--- config.mk ---
export PLATFORM = sky130hd
export DESIGN_NAME = axis_width_downconverter
export DESIGN_NICKNAME = d
export VERILOG_FILES = /design/src/rtl/axis_width_downconverter_pkg.sv /design/src/rtl/axis_width_downconverter.sv
export SDC_FILE = /design/constraint.sdc
export NUM_CORES = 1
export LEC_CHECK = 0
export CORE_MARGIN = 1.5
export CORE_UTILIZATION = 32
export CTS_CLUSTER_DIAMETER = 150
export CTS_CLUSTER_SIZE = 40
export DETAILED_ROUTE_END_ITERATION = 12
export HOLD_SLACK_MARGIN = 0.05
export PLACE_DENSITY = 0.69
export SLEW_MARGIN = 20
export SYNTH_ARGS = -nofsm -noshare
export SYNTH_HDL_FRONTEND = slang
export SYNTH_SLANG_ARGS = --single-unit
--- constraint.sdc ---
create_clock -name clock -period 1.5 [get_ports clock]
set_input_delay 0.3 -clock clock [delete_from_list [all_inputs] [get_ports clock]]
set_output_delay 0.3 -clock clock [all_outputs]
set_load 0.05 [all_outputs]
--- src/rtl/axis_width_downconverter_pkg.sv ---
// Shared types and elaboration helpers for the AXI-stream width downconverter.
package axis_width_downconverter_pkg;

    typedef enum logic {
        IDLE,
        SHIFT
    } dwc_state_e;

    function automatic int unsigned chunk_ratio(input int unsigned in_w, input int unsigned out_w);
        return in_w / out_w;
    endfunction

    // Input must split into a whole number (at least two) of output chunks.
    function automatic bit widths_ok(input int unsigned in_w, input int unsigned out_w);
        return (out_w > 0) && ((in_w % out_w) == 0) && ((in_w / out_w) >= 2);
    endfunction

endpackage

--- src/rtl/axis_width_downconverter.sv ---
// Splits each full-width AXI-stream word into RATIO narrower chunks, with
// zero-bubble back-to-back words and tlast on the final chunk of a tlast word.
module axis_width_downconverter
    import axis_width_downconverter_pkg::*;
#(
    parameter int INPUT_DATA_WIDTH  = 32,
    parameter int OUTPUT_DATA_WIDTH = 8,
    parameter bit MSB_FIRST         = 1'b1
) (
    input  logic                         clock,
    input  logic                         reset,
    input  logic [INPUT_DATA_WIDTH-1:0]  data_in,
    input  logic                         data_in_valid,
    input  logic                         data_in_tlast,
    output logic                         data_in_ready,
    output logic [OUTPUT_DATA_WIDTH-1:0] data_out,
    output logic                         data_out_valid,
    output logic                         data_out_tlast,
    input  logic                         data_out_ready,
    output logic                         busy
);

    localparam int unsigned RATIO = chunk_ratio(INPUT_DATA_WIDTH, OUTPUT_DATA_WIDTH);
    localparam int CNT_W = (RATIO > 1) ? $clog2(RATIO) : 1;
    localparam logic [CNT_W-1:0] LAST_CNT = CNT_W'(RATIO - 1);

    if (!widths_ok(INPUT_DATA_WIDTH, OUTPUT_DATA_WIDTH)) begin : g_width_check
        $error("INPUT_DATA_WIDTH must be a multiple (>=2x) of OUTPUT_DATA_WIDTH");
    end

    dwc_state_e                  state_q, state_d;
    logic [INPUT_DATA_WIDTH-1:0] shift_reg_q, shift_reg_d;
    logic [CNT_W-1:0]            chunk_cnt_q, chunk_cnt_d;
    logic                        held_last_q, held_last_d;
    logic                        out_valid_q, out_valid_d;
    logic                        out_tlast_q, out_tlast_d;

    logic             last_chunk;
    logic             handshake;
    logic             load;
    logic [CNT_W-1:0] next_cnt;

    assign last_chunk = (chunk_cnt_q == LAST_CNT);
    assign handshake  = out_valid_q & data_out_ready;
    assign next_cnt   = chunk_cnt_q + 1'b1;

    // Ready reaches back through data_out_ready so a waiting word loads in the last-chunk cycle.
    always_comb begin
        data_in_ready = reset & ((state_q == IDLE) |
                                 ((state_q == SHIFT) & last_chunk & data_out_ready));
    end

    assign load = data_in_ready & data_in_valid;

    always_comb begin
        state_d     = state_q;
        shift_reg_d = shift_reg_q;
        chunk_cnt_d = chunk_cnt_q;
        held_last_d = held_last_q;
        out_valid_d = out_valid_q;
        out_tlast_d = out_tlast_q;
        if (load) begin
            shift_reg_d = data_in;
            held_last_d = data_in_tlast;
            chunk_cnt_d = '0;
            out_valid_d = 1'b1;
            out_tlast_d = 1'b0;
            state_d     = SHIFT;
        end else if (handshake) begin
            if (last_chunk) begin
                out_valid_d = 1'b0;
                out_tlast_d = 1'b0;
                state_d     = IDLE;
            end else begin
                shift_reg_d = MSB_FIRST ? (shift_reg_q << OUTPUT_DATA_WIDTH)
                                        : (shift_reg_q >> OUTPUT_DATA_WIDTH);
                chunk_cnt_d = next_cnt;
                out_tlast_d = held_last_q & (next_cnt == LAST_CNT);
            end
        end
    end

    always_ff @(posedge clock) begin
        if (!reset) begin
            state_q     <= IDLE;
            shift_reg_q <= '0;
            chunk_cnt_q <= '0;
            held_last_q <= 1'b0;
            out_valid_q <= 1'b0;
            out_tlast_q <= 1'b0;
        end else begin
            state_q     <= state_d;
            shift_reg_q <= shift_reg_d;
            chunk_cnt_q <= chunk_cnt_d;
            held_last_q <= held_last_d;
            out_valid_q <= out_valid_d;
            out_tlast_q <= out_tlast_d;
        end
    end

    // The current chunk always sits at the leading end of the shift register.
    assign data_out       = MSB_FIRST ? shift_reg_q[INPUT_DATA_WIDTH-1 -: OUTPUT_DATA_WIDTH]
                                      : shift_reg_q[OUTPUT_DATA_WIDTH-1:0];
    assign data_out_valid = out_valid_q;
    assign data_out_tlast = out_tlast_q;
    assign busy           = (state_q == SHIFT);

endmodule
==> results.txt, run 1 <==
----------------------------------------------------
[Global routing]
  Aggregate global-route resource usage ... 0.154
  Number of global-route vias before repair ... 1,674
  Maximum number of pins on one net before global-route repair ... 33
  Antenna violations before repair ... 0
  Total grt overflow ... 0
  Wire length of the first global-routing pass ... approximately 7.7 mm

[Placement]
  Placer Congestion ... 0.768
  Number of I/O port buffers ... 48
  Placed cell count ... 327
  Hpwl dp ... 3.25 mm

[Die]
  X dimension of the die ... 80.9 um
  Initial core utilization ... 0.330
  Y dimension of the die ... between 80 and 90 um
  Area of the die ... between 6000 and 7000 um^2
  Row cnt ... 28
  Total core area ... 5890 um^2
  Ports ... 49

[Synth]
  Count of synthesis-stage warnings from yosys ... 0
  Flops & latches, synth ... 37
  Number of cells produced by synthesis ... 211
  Top_reg_cell synth ... sky130_fd_sc_hd__dfxtp_1
  Post-Synthesis Net Count ... 250
  Share of the yosys chip area belonging to registers ... 0.381
  Async set-reset flop share out of synthesis ... 0
  Post-synth EDFFs ... 0
  Synthesized area divided by synthesized cell count ... 9.21 um^2
  Number of distinct library cell variants in the gate-level netlist after synthesis ... 30
  Area of the mapped netlist ... 1940 um^2

[Worst setup path]
  Data required time at the worst endpoint ... 1.20 ns
  Nature of the critical path endpoint ... output port
  FF-to-FF Start ... chunk_cnt_q[1]$_SDFFE_PP0P_
  Nature of the critical path startpoint ... flip-flop
  Type of the worst setup path ... flip-flop to output port
  Start point of the critical path ... chunk_cnt_q[1]$_SDFFE_PP0P_
  Reg-to-reg endpoint ... shift_reg_q[31]$_SDFFE_PN0P_
  Worst-case register-to-register setup slack ... roughly 0.04 ns
  Arrival time at the worst endpoint ... 1.28 ns
  Number of cells on the worst reg-to-reg path ... 6
  Worst-path maximum fanout ... 5

[CTS]
  # H-tree levels ... 2
  Hold_buf cts ... 0
  Root buffer cell ... sky130_fd_sc_hd__clkbuf_8
  Cts bufs inserted ... 5
  CTS tree ... built
  Clock latency reported for the late side of the worst-skew pair ... 0.29 ns
  Clock Tree Buf Depth ... 2
  Clock-pin slew on the worst setup and hold paths ... 0.08 ns
  Number of clock sinks ... 37

[Power]
  Worst IR drop on VDD ... approximately 340 uV
  Pwr dens ... 905 nW/um^2
  Leakage ... 0.993 nW

[STA]
  Final hold vios ... 0
  # setup viols final ... 1
  Setup WS post-layout ... -0.0810 ns
  Setup repair after global routing missed its margin ... true
  Final worst path period share ... 1.05
  Worst clock skew ... ~0.006 ns
  Worst-case headroom to the max-slew limit ... 0.750
  Max frequency ... 0.633 GHz
  Post-layout min period ... between 1.5 and 2 ns
  Transition time at the pin with the least slew margin ... 0.375 ns
  Slew Limit Fails ... 0

[Worst hold path]
  Hold Path Class ... input pin to flip-flop
  Depth of the worst hold-timing path ... 3
  End point of the most critical hold path ... held_last_q$_SDFFE_PN0N_
  Hold Startpoint ... reset

[Drt]
  Detail-routed via count per cell ... 5.02
  Via count ... 1,702
  DRC ... 0
  Number of nets with antenna violations after routing ... 0
  Detailed router's first-iteration violation count ... 129
  Iteration count of the initial detailed-routing pass ... 4
  Wire length reported by the detailed router ... 4.74 mm
  Wirelength per Cell ... 14.0 um

[Run status]
  Violations in the final reports ... setup timing
  Run status ... finished with violations

[Job]
  Max-capacitance violation count ... 0

[Cells and area]
  Post-synthesis to final-layout area growth ... 47.8%
  Antenna cells ... 0
  Share of layout cells above drive strength 1 ... 0.367
  Count of placed standard cells in the final layout, fillers left out ... between 300 and 400
  NumNets Final ... 302
  Number of fill cells ... 546
  Share of the core filled with cells ... 0.488

----------------------------------------------------
-- cell usage in the layout (no fill, tap or decap), types with 2 or more instances in the layout --
cell type | synthesis | layout
sky130_fd_sc_hd__nor2_1 | 5 | 3
sky130_fd_sc_hd__dfxtp_2 | 0 | 3
sky130_fd_sc_hd__nand2_2 | 17 | 17
sky130_fd_sc_hd__nor2_4 | 0 | 2
sky130_fd_sc_hd__clkdlybuf4s50_1 | 0 | 34
sky130_fd_sc_hd__nor3_2 | 0 | 4
sky130_fd_sc_hd__dlygate4sd2_1 | 0 | 2
sky130_fd_sc_hd__nand3_1 | 9 | 9
sky130_fd_sc_hd__nand2_1 | 34 | 34
sky130_fd_sc_hd__o211ai_1 | 8 | 8
sky130_fd_sc_hd__nor3_1 | 26 | 22
sky130_fd_sc_hd__a21oi_1 | 8 | 8
sky130_fd_sc_hd__buf_4 | 11 | 18
sky130_fd_sc_hd__a311oi_2 | 19 | 19
sky130_fd_sc_hd__buf_12 | 2 | 16
sky130_fd_sc_hd__dfxtp_1 | 37 | 34
sky130_fd_sc_hd__a311oi_1 | 5 | 5
sky130_fd_sc_hd__clkbuf_8 | 0 | 6
-- worst max-delay path: stages, from the launching register on --
cell and delay [ns]:
sky130_fd_sc_hd__dfxtp_2 0.34, sky130_fd_sc_hd__ha_4 0.18, sky130_fd_sc_hd__a21boi_4 0.18, sky130_fd_sc_hd__buf_12 0.13
sky130_fd_sc_hd__nor2_4 0.03, sky130_fd_sc_hd__buf_6 0.14
-- power by group --
part | internal [mW] | switching, mW
clock | 0.541 | 0.367
combinational | 0.313 | 0.289
sequential | 1.04 | 0.0471
total | 1.90 | 0.703
-- per-stage QoR --
| stage | setup slack [ns] | instance area [um^2] | TNS, ns | power [mW] | hold slack (ns) |
|---|---|---|---|---|---|
| 2_1_floorplan | 0.0599 | 1950 | 0 | 1.43 | 0.421 |
| 3_3_place_gp | -0.268 | 2650 | -7.79 | 1.68 | 0.451 |
| 3_5_place_dp | -0.307 | 2650 | -8.62 | 1.68 | 0.458 |
| 4_1_cts | -0.0869 | 2830 | -0.0869 | 2.60 | 0.453 |
| 5_1_grt | -0.129 | 2870 | -0.194 | 2.71 | 0.477 |
| 6_report | -0.0810 | 2870 | -0.0810 | 2.60 | 0.460 |
-- Yosys cell counts (2+ instances only) --
master | count | area share
sky130_fd_sc_hd__nand2_1 | 34 | 0.066
sky130_fd_sc_hd__nand3_1 | 9 | 0.023
sky130_fd_sc_hd__nand2_2 | 17 | 0.055
sky130_fd_sc_hd__a311oi_1 | 5 | 0.023
sky130_fd_sc_hd__o211ai_1 | 8 | 0.031
sky130_fd_sc_hd__buf_6 | 2 | 0.012
sky130_fd_sc_hd__dfxtp_1 | 37 | 0.38
sky130_fd_sc_hd__buf_2 | 7 | 0.018
sky130_fd_sc_hd__a311oi_2 | 19 | 0.15
sky130_fd_sc_hd__buf_12 | 2 | 0.021
sky130_fd_sc_hd__clkbuf_1 | 5 | 0.0097
sky130_fd_sc_hd__ha_1 | 2 | 0.013
sky130_fd_sc_hd__buf_4 | 11 | 0.042
sky130_fd_sc_hd__a21oi_1 | 8 | 0.021
sky130_fd_sc_hd__nor2_1 | 5 | 0.0097
sky130_fd_sc_hd__nor3_1 | 26 | 0.067
-- how the worst max path moves through the flow --
| stage | to | slack [ns] | cells after the start |
|---|---|---|---|
| 2_1_floorplan | shift_reg_q[14]$_SDFFE_PN0P_ | 0.06 | 6 |
| 6_report | data_in_ready | -0.08 | 5 |
| 4_1_cts | data_in_ready | -0.09 | 5 |
| 5_1_grt | data_in_ready | -0.13 | 5 |
| 3_3_place_gp | shift_reg_q[20]$_SDFFE_PN0P_ | -0.27 | 5 |
| 3_5_place_dp | shift_reg_q[13]$_SDFFE_PN0P_ | -0.31 | 5 |
-- area by class of cell --
| class | instances | area (um^2) | area share |
|---|---|---|---|
| Clock buffer | 6 | 82.6 | 0.0288 |
| Multi-Input combinational cell | 144 | 1040 | 0.363 |
| Sequential cell | 37 | 744 | 0.259 |
| Clock inverter | 2 | 37.5 | 0.0131 |
| Timing Repair Buffer | 73 | 865 | 0.301 |
| Tap cell | 75 | 93.8 | 0.0327 |
| Inverter | 2 | 7.51 | 0.00261 |
-- flip-flops by register name (all words and copies together), names as in the netlist --
register,flops
data_out_tlast,1
held_last_q,1
data_out_valid,1
shift_reg_q,32
chunk_cnt_q,2
-- metal layers --
metal  vias up  global-route usage  routed length [um]
li1        855                   -                   -
met1       800               0.192                2100
met2        38               0.257                2350
met3         9              0.0371                 209
met4         0              0.0569                  78
met5         -                   0                   0
-- cells by family after synthesis --
family          count (synthesis)  synth area share
flops                          37             0.381
buf+inv                        30             0.108
compound gates                 45             0.250
xor+xnor                        1           0.00451
simple gates                   96             0.243
fa+ha+maj                       2            0.0129
-- repair_timing --
item,in CTS,in global routing
resized for setup,10,6
pin swaps,2,2
setup endpoints to repair,26,27
hold endpoints to repair,0,0
setup buffers,4,0
gates cloned,0,1
(Power assumes the default switching activity.)
==> inputs of run 2 (changes only) <==
--- a/config.mk
+++ b/config.mk
@@ -6,12 +6,12 @@
 export NUM_CORES = 1
 export LEC_CHECK = 0
 export CORE_MARGIN = 1.5
-export CORE_UTILIZATION = 32
+export CORE_UTILIZATION = 44
 export CTS_CLUSTER_DIAMETER = 150
 export CTS_CLUSTER_SIZE = 40
 export DETAILED_ROUTE_END_ITERATION = 12
 export HOLD_SLACK_MARGIN = 0.05
-export PLACE_DENSITY = 0.69
+export PLACE_DENSITY = 0.87
 export SLEW_MARGIN = 20
 export SYNTH_ARGS = -nofsm -noshare
 export SYNTH_HDL_FRONTEND = slang
==> run 2 against run 1 <==
  * The flow still finishes with violations (setup timing)
  * Non-clock buffer count down 2
  * Sequential share of layout area barely moved
  * Sequential power about the same
  * Sequential cell count unchanged
  * Via count grew 3.5%
  * Count of clock-buffer cells in the layout is 1 higher
  * Global-route usage is 4.7 points higher
  * Maximum frequency is 0.16% higher
  * Critical endpoint unchanged
  * First-iteration DRC count is 25% higher
==> results.txt, run 2 (synthesis results as in run 1) <==
----------------------------------------------------
[Worst setup path]
  Type of the worst setup path ... flip-flop to output port
  Worst-path maximum fanout ... 5
  Arrival time at the worst endpoint ... 1.28 ns
  Critical path's slowest cell ... sky130_fd_sc_hd__dfxtp_2
  Worst-case register-to-register setup slack ... -0.05 ns
  Data required time at the worst endpoint ... 1.20 ns
  Critical path's largest stage delay ... 0.34 ns
  Nature of the critical path endpoint ... output port
  Crit-path cells ... ha_4 -> a21boi_4 -> buf_12 -> nor2_4 -> buf_8
  Nature of the critical path startpoint ... flip-flop

[Die]
  Initial core utilization ... 0.472
  Row cnt ... 23
  Area of the die ... 4820 um^2
  Total core area ... between 4000 and 5000 um^2
  Ports ... 49
  X dimension of the die ... 69.5 um
  Y dimension of the die ... 69.5 um

[STA]
  Setup repair after global routing missed its margin ... true
  Slew Limit Fails ... 0
  Worst-case headroom to the max-slew limit ... 0.736
  # setup viols final ... 2
  Setup WS post-layout ... -0.0785 ns
  Final hold vios ... 0
  Final worst path period share ... 1.05
  Hold Worst Slack ... 0.473 ns
  Transition time at the pin with the least slew margin ... 0.396 ns
  Max frequency ... 0.634 GHz
  Post-layout min period ... 1.58 ns
  Worst clock skew ... 0.00300 ns

[Placement]
  Pre-CTS WS ... -0.331 ns
  Placer Congestion ... 0.814
  Placed cell count ... 299
  Hpwl dp ... 3.21 mm
  Number of I/O port buffers ... 48

[Power]
  Flop pwr share ... 0.418
  Clock Power Share ... 0.344
  Switching share of total power ... 0.271
  Net Switching ... 711 uW
  Worst IR drop on VDD ... between 600 and 700 uV
  Leakage ... between 0.9 and 1 nW
  Total power ... 2.62 mW
  Combinational group share of total power ... 0.238
  Cell Int Power ... 1.91 mW
  Pwr dens ... 910 nW/um^2

[Global routing]
  Total grt overflow ... 0
  Number of global-route vias before repair ... about 1,700
  Aggregate global-route resource usage ... 0.201
  Antenna violations before repair ... 0
  Wire length of the first global-routing pass ... 7.71 mm
  Maximum number of pins on one net before global-route repair ... 33

[Drt]
  Detail-routed via count per cell ... about 5.6
  Wire length reported by the detailed router ... ~5.3 mm
  Detailed router's first-iteration violation count ... between 150 and 200
  Number of nets with antenna violations after routing ... 0
  Wirelength per Cell ... 16.9 um
  DRC ... 0
  Via count ... 1,762
  Iteration count of the initial detailed-routing pass ... 4

[Cells and area]
  Commonest non-fill, non-tap cell in the layout ... sky130_fd_sc_hd__clkdlybuf4s50_1
  NumNets Final ... 300
  Share of layout cells above drive strength 1 ... 0.374
  Post-synthesis to final-layout area growth ... 48.0%
  Largest register FFs ... 32
  Antenna cells ... 0
  Register with the most flip-flops ... shift_reg_q
  Commonest non-fill, non-tap cells in the layout ... sky130_fd_sc_hd__clkdlybuf4s50_1 (35), sky130_fd_sc_hd__nand2_1 (34), sky130_fd_sc_hd__dfxtp_1 (34)
  Number of fill cells ... 293
  Share of the core filled with cells ... 0.699
  Largest registers ... shift_reg_q x32, chunk_cnt_q x2
  Count of placed standard cells in the final layout, fillers left out ... 312

[CTS]
  Number of clock sinks ... 37
  # H-tree levels ... 2
  Root buffer cell ... sky130_fd_sc_hd__clkbuf_8
  Cts bufs inserted ... 5
  Clock latency reported for the late side of the worst-skew pair ... 0.29 ns
  CTS tree ... built
  Clock-pin slew on the worst setup and hold paths ... ~0.07 ns
  Clock Tree Buf Depth ... 2

[Run status]
  Violations in the final reports ... setup timing
  Run status ... finished with violations

[Worst hold path]
  Hold Path Class ... flip-flop to flip-flop

[Job]
  Max-capacitance violation count ... 0

----------------------------------------------------
run 2: cell types whose count changed in the layout (fill, tap and decap cells not counted), sizes merged:
cell	before	now
buf	36	33
clkbuf	7	9
dlygate4sd2	2	1
clkdlybuf4s50	34	35
clkinvlp	1	0
run 2: worst paths after layout:
kind                                    start                            to  cells after the start
setup / recovery  chunk_cnt_q[0]$_SDFFE_PP0P_                 data_in_ready                      5
hold / removal       held_last_q$_SDFFE_PN0N_      held_last_q$_SDFFE_PN0N_                      2
setup reg to reg  chunk_cnt_q[0]$_SDFFE_PP0P_  shift_reg_q[27]$_SDFFE_PN0P_                      5
hold reg to reg      held_last_q$_SDFFE_PN0N_      held_last_q$_SDFFE_PN0N_                      2
run 2: power by group through the flow:
stage | clock, mW | combinational (mW) | sequential (mW)
5_1_grt | 0.946 | 0.653 | 1.10
6_report | 0.900 | 0.622 | 1.10
3_3_place_gp | 0 | 0.552 | 1.11
3_5_place_dp | 0 | 0.564 | 1.12
2_1_floorplan | 0 | 0.329 | 1.10
4_1_cts | 0.910 | 0.583 | 1.09
run 2: area by class of cell:
| class | instances | area, um^2 | area share |
|---|---|---|---|
| Tap cell | 50 | 62.6 | 0.0217 |
| Multi-Input combinational cell | 144 | 1060 | 0.369 |
| Inverter | 2 | 7.51 | 0.00261 |
| Clock buffer | 7 | 86.3 | 0.0300 |
| Sequential cell | 37 | 747 | 0.260 |
| Clock inverter | 1 | 30.0 | 0.0104 |
| Timing Repair Buffer | 71 | 881 | 0.306 |
run 2: stage by stage:
stage | TNS (ns) | area, um^2
after floorplan | 0 | 1950
after global placement | -7.80 | 2600
after detailed placement | -9.55 | 2600
after CTS | -0.0890 | 2780
after global routing | -0.223 | 2880
final | -0.126 | 2880
run 2: critical path: cells and delay by family (launching register included):
family | cells | cell delay (ns)
adder cells (fa/ha/maj) | 1 | 0.18
buffers and inverters | 2 | 0.26
flip-flops | 1 | 0.34
AO/OA/AOI/OAI | 1 | 0.17
AND/OR/NAND/NOR | 1 | 0.03
run 2: routing by layer:
metal / part of all wire / GRT usage / routed length, um
met5: 0 / 0 / 0
met4: 0.013 / 0.0850 / 69
met3: 0.063 / 0.0683 / 332
met2: 0.51 / 0.315 / 2690
met1: 0.41 / 0.250 / 2180
run 2: timing repair:
action	4_1_cts	5_1_grt
gates cloned	0	2
resized for setup	11	11
buffers inserted	3	1
hold buffers	0	0
pin swaps	2	5
endpoints found under the setup margin	17	20
==> inputs of run 3 (changes only) <==
--- a/config.mk
+++ b/config.mk
@@ -10,8 +10,10 @@
 export CTS_CLUSTER_DIAMETER = 150
 export CTS_CLUSTER_SIZE = 40
 export DETAILED_ROUTE_END_ITERATION = 12
+export GPL_TIMING_DRIVEN = 0
 export HOLD_SLACK_MARGIN = 0.05
 export PLACE_DENSITY = 0.87
+export REMOVE_ABC_BUFFERS = 1
 export SLEW_MARGIN = 20
 export SYNTH_ARGS = -nofsm -noshare
 export SYNTH_HDL_FRONTEND = slang
==> run 3 against run 2 <==
  * Sequential share of layout area grew 2.4 points
  * Count of clock-buffer cells in the layout down 1
  * Worst hold slack worse by 0.0091 ns
  * The flow still finishes with violations (setup timing)
  * Setup slack improved by 0.035 ns
  * Critical path depth fell by 1
==> results.txt, run 3 (synthesis results as in run 1) <==
----------------------------------------------------
[Run status]
  Violations in the final reports ... setup timing
  Run status ... finished with violations

[STA]
  Final hold vios ... 0
  Hold Worst Slack ... 0.463 ns
  Transition time at the pin with the least slew margin ... 0.486 ns
  Setup WS post-layout ... -0.0432 ns
  Worst-case headroom to the max-slew limit ... 0.677
  Slew Limit Fails ... 0
  Setup repair after global routing missed its margin ... true
  Worst clock skew ... about 0.0044 ns
  Post-layout min period ... 1.54 ns
  Max frequency ... 0.648 GHz
  Final worst path period share ... 1.03
  # setup viols final ... 1
  Setup TNS ... -0.0432 ns

[Die]
  Area of the die ... 4820 um^2
  Total core area ... 4120 um^2
  Row cnt ... 23
  Initial core utilization ... 0.472
  Y dimension of the die ... 69.5 um
  Ports ... 49
  X dimension of the die ... approximately 69 um

[CTS]
  CTS tree ... built
  Clock-pin slew on the worst setup and hold paths ... 0.07 ns
  Root buffer cell ... sky130_fd_sc_hd__clkbuf_8
  Cts bufs inserted ... 5
  # H-tree levels ... 2
  Clock latency reported for the late side of the worst-skew pair ... slightly below 0.3 ns
  Number of clock sinks ... 37
  Clock Tree Buf Depth ... 2
  Hold_buf cts ... 0

[Placement]
  Number of I/O port buffers ... 48
  Dpl cell area ... 2300 um^2
  Placer Congestion ... approximately 0.76
  Hpwl dp ... 2.55 mm

[Worst setup path]
  Data required time at the worst endpoint ... between 1 and 1.5 ns
  Critical path's slowest cell ... sky130_fd_sc_hd__dfxtp_2
  Type of the worst setup path ... flip-flop to output port
  Nature of the critical path endpoint ... output port
  Critical path's largest stage delay ... roughly 0.35 ns
  Arrival time at the worst endpoint ... 1.24 ns
  Nature of the critical path startpoint ... flip-flop
  Crit-path cells ... ha_4 -> a21boi_4 -> nor2_2 -> buf_6
  Worst-path maximum fanout ... 7

[Cells and area]
  Commonest non-fill, non-tap cells in the layout ... sky130_fd_sc_hd__dfxtp_1 (34), sky130_fd_sc_hd__clkdlybuf4s50_1 (34), sky130_fd_sc_hd__nand2_1 (33)
  Largest register FFs ... 32
  Post-synthesis to final-layout area growth ... 35.2%
  Post-route cell area ... 2630 um^2
  Antenna cells ... 0
  NumNets Final ... about 300
  Share of layout cells above drive strength 1 ... 0.317
  Register with the most flip-flops ... shift_reg_q
  Largest registers ... shift_reg_q x32, chunk_cnt_q x2

[Drt]
  DRC ... 0
  Via count ... around 1,800
  Wire length reported by the detailed router ... approximately 5 mm
  Number of nets with antenna violations after routing ... 0
  Top sig layer ... met4
  Post-route met1 wirelength ... around 2.2 mm
  Amount of wire on met2 after detailed routing ... 2.39 mm
  Met3 Wirelength ... 256 um
  Wirelength per Cell ... 15.8 um
  Detail-routed via count per cell ... 5.71
  Iteration count of the initial detailed-routing pass ... 4
  Detailed router's first-iteration violation count ... 118

[Power]
  Worst IR drop on VDD ... 478 uV
  Net Switching ... 686 uW
  Leakage ... 0.931 nW
  Clock Power Share ... 0.296
  Switching share of total power ... 0.299
  Cell Int Power ... 1.61 mW
  Combinational group share of total power ... 0.231
  Pwr dens ... just under 900 nW/um^2
  Flop pwr share ... 0.472

[Global routing]
  Antenna violations before repair ... 0
  Aggregate global-route resource usage ... 0.200
  Number of global-route vias before repair ... 1,643
  Total grt overflow ... 0
  Maximum number of pins on one net before global-route repair ... 38
  Wire length of the first global-routing pass ... slightly below 8 mm

[Job]
  Max-capacitance violation count ... 0

[Worst hold path]
  Hold Path Class ... flip-flop to flip-flop

----------------------------------------------------
## run 3: routing by layer
metal  up-vias  global-route usage
li1        854                   -
met1       852               0.263
met2        50               0.329
met3         7              0.0392
met4         0              0.0654
met5         -                   0
## run 3: power groups by stage
| stage | clock network [mW] | logic [mW] | registers (mW) |
|---|---|---|---|
| CTS | 0.689 | 0.481 | 1.08 |
| global route | 0.730 | 0.564 | 1.09 |
| detailed placement | 0 | 0.461 | 1.10 |
| finish | 0.680 | 0.531 | 1.08 |
| floorplan | 0 | 0.204 | 1.16 |
| global placement | 0 | 0.450 | 1.10 |
## run 3: worst max-delay path, delay by kind of cell (launching register included)
kind	cells	cell delay, ns
AO/OA/AOI/OAI	1	0.20
AND/OR/NAND/NOR	1	0.05
flip-flops	1	0.35
buffers and inverters	1	0.15
adder cells (fa/ha/maj)	1	0.19
## run 3: area by class of cell
class	instances	area (um^2)
timing repair buffer	66	629
multi-input combinational	146	1070
tap	50	62.6
sequential	37	744
clock buffer	6	72.6
fill	364	1490
inverter	2	33.8
clock inverter	2	10.0
## run 3: final timing paths
kind / from / end / slack (ns) / depth (start not counted)
min: held_last_q$_SDFFE_PN0N_ / held_last_q$_SDFFE_PN0N_ / 0.46 / 2
min reg2reg: held_last_q$_SDFFE_PN0N_ / held_last_q$_SDFFE_PN0N_ / 0.46 / 2
max reg2reg: chunk_cnt_q[0]$_SDFFE_PP0P_ / shift_reg_q[27]$_SDFFE_PN0P_ / 0.01 / 5
max: chunk_cnt_q[0]$_SDFFE_PP0P_ / data_in_ready / -0.04 / 4
## run 3: through the flow
step	power (mW)	instances	util	setup WS [ns]
6_report	2.30	309	0.638	-0.0432
5_1_grt	2.39	309	0.638	-0.0913
4_1_cts	2.25	295	0.600	-0.0635
3_5_place_dp	1.56	282	0.559	-1.24
3_3_place_gp	1.55	281	0.555	-1.23
2_1_floorplan	1.37	183	-	-1.00
## run 3: repair_timing
| action | 4_1_cts | 5_1_grt |
|---|---|---|
| cloned | 2 | 1 |
| buffers inserted | 3 | 13 |
| endpoints found under the setup margin | 49 | 37 |
| pin swaps | 2 | 2 |
| resized for setup | 44 | 9 |
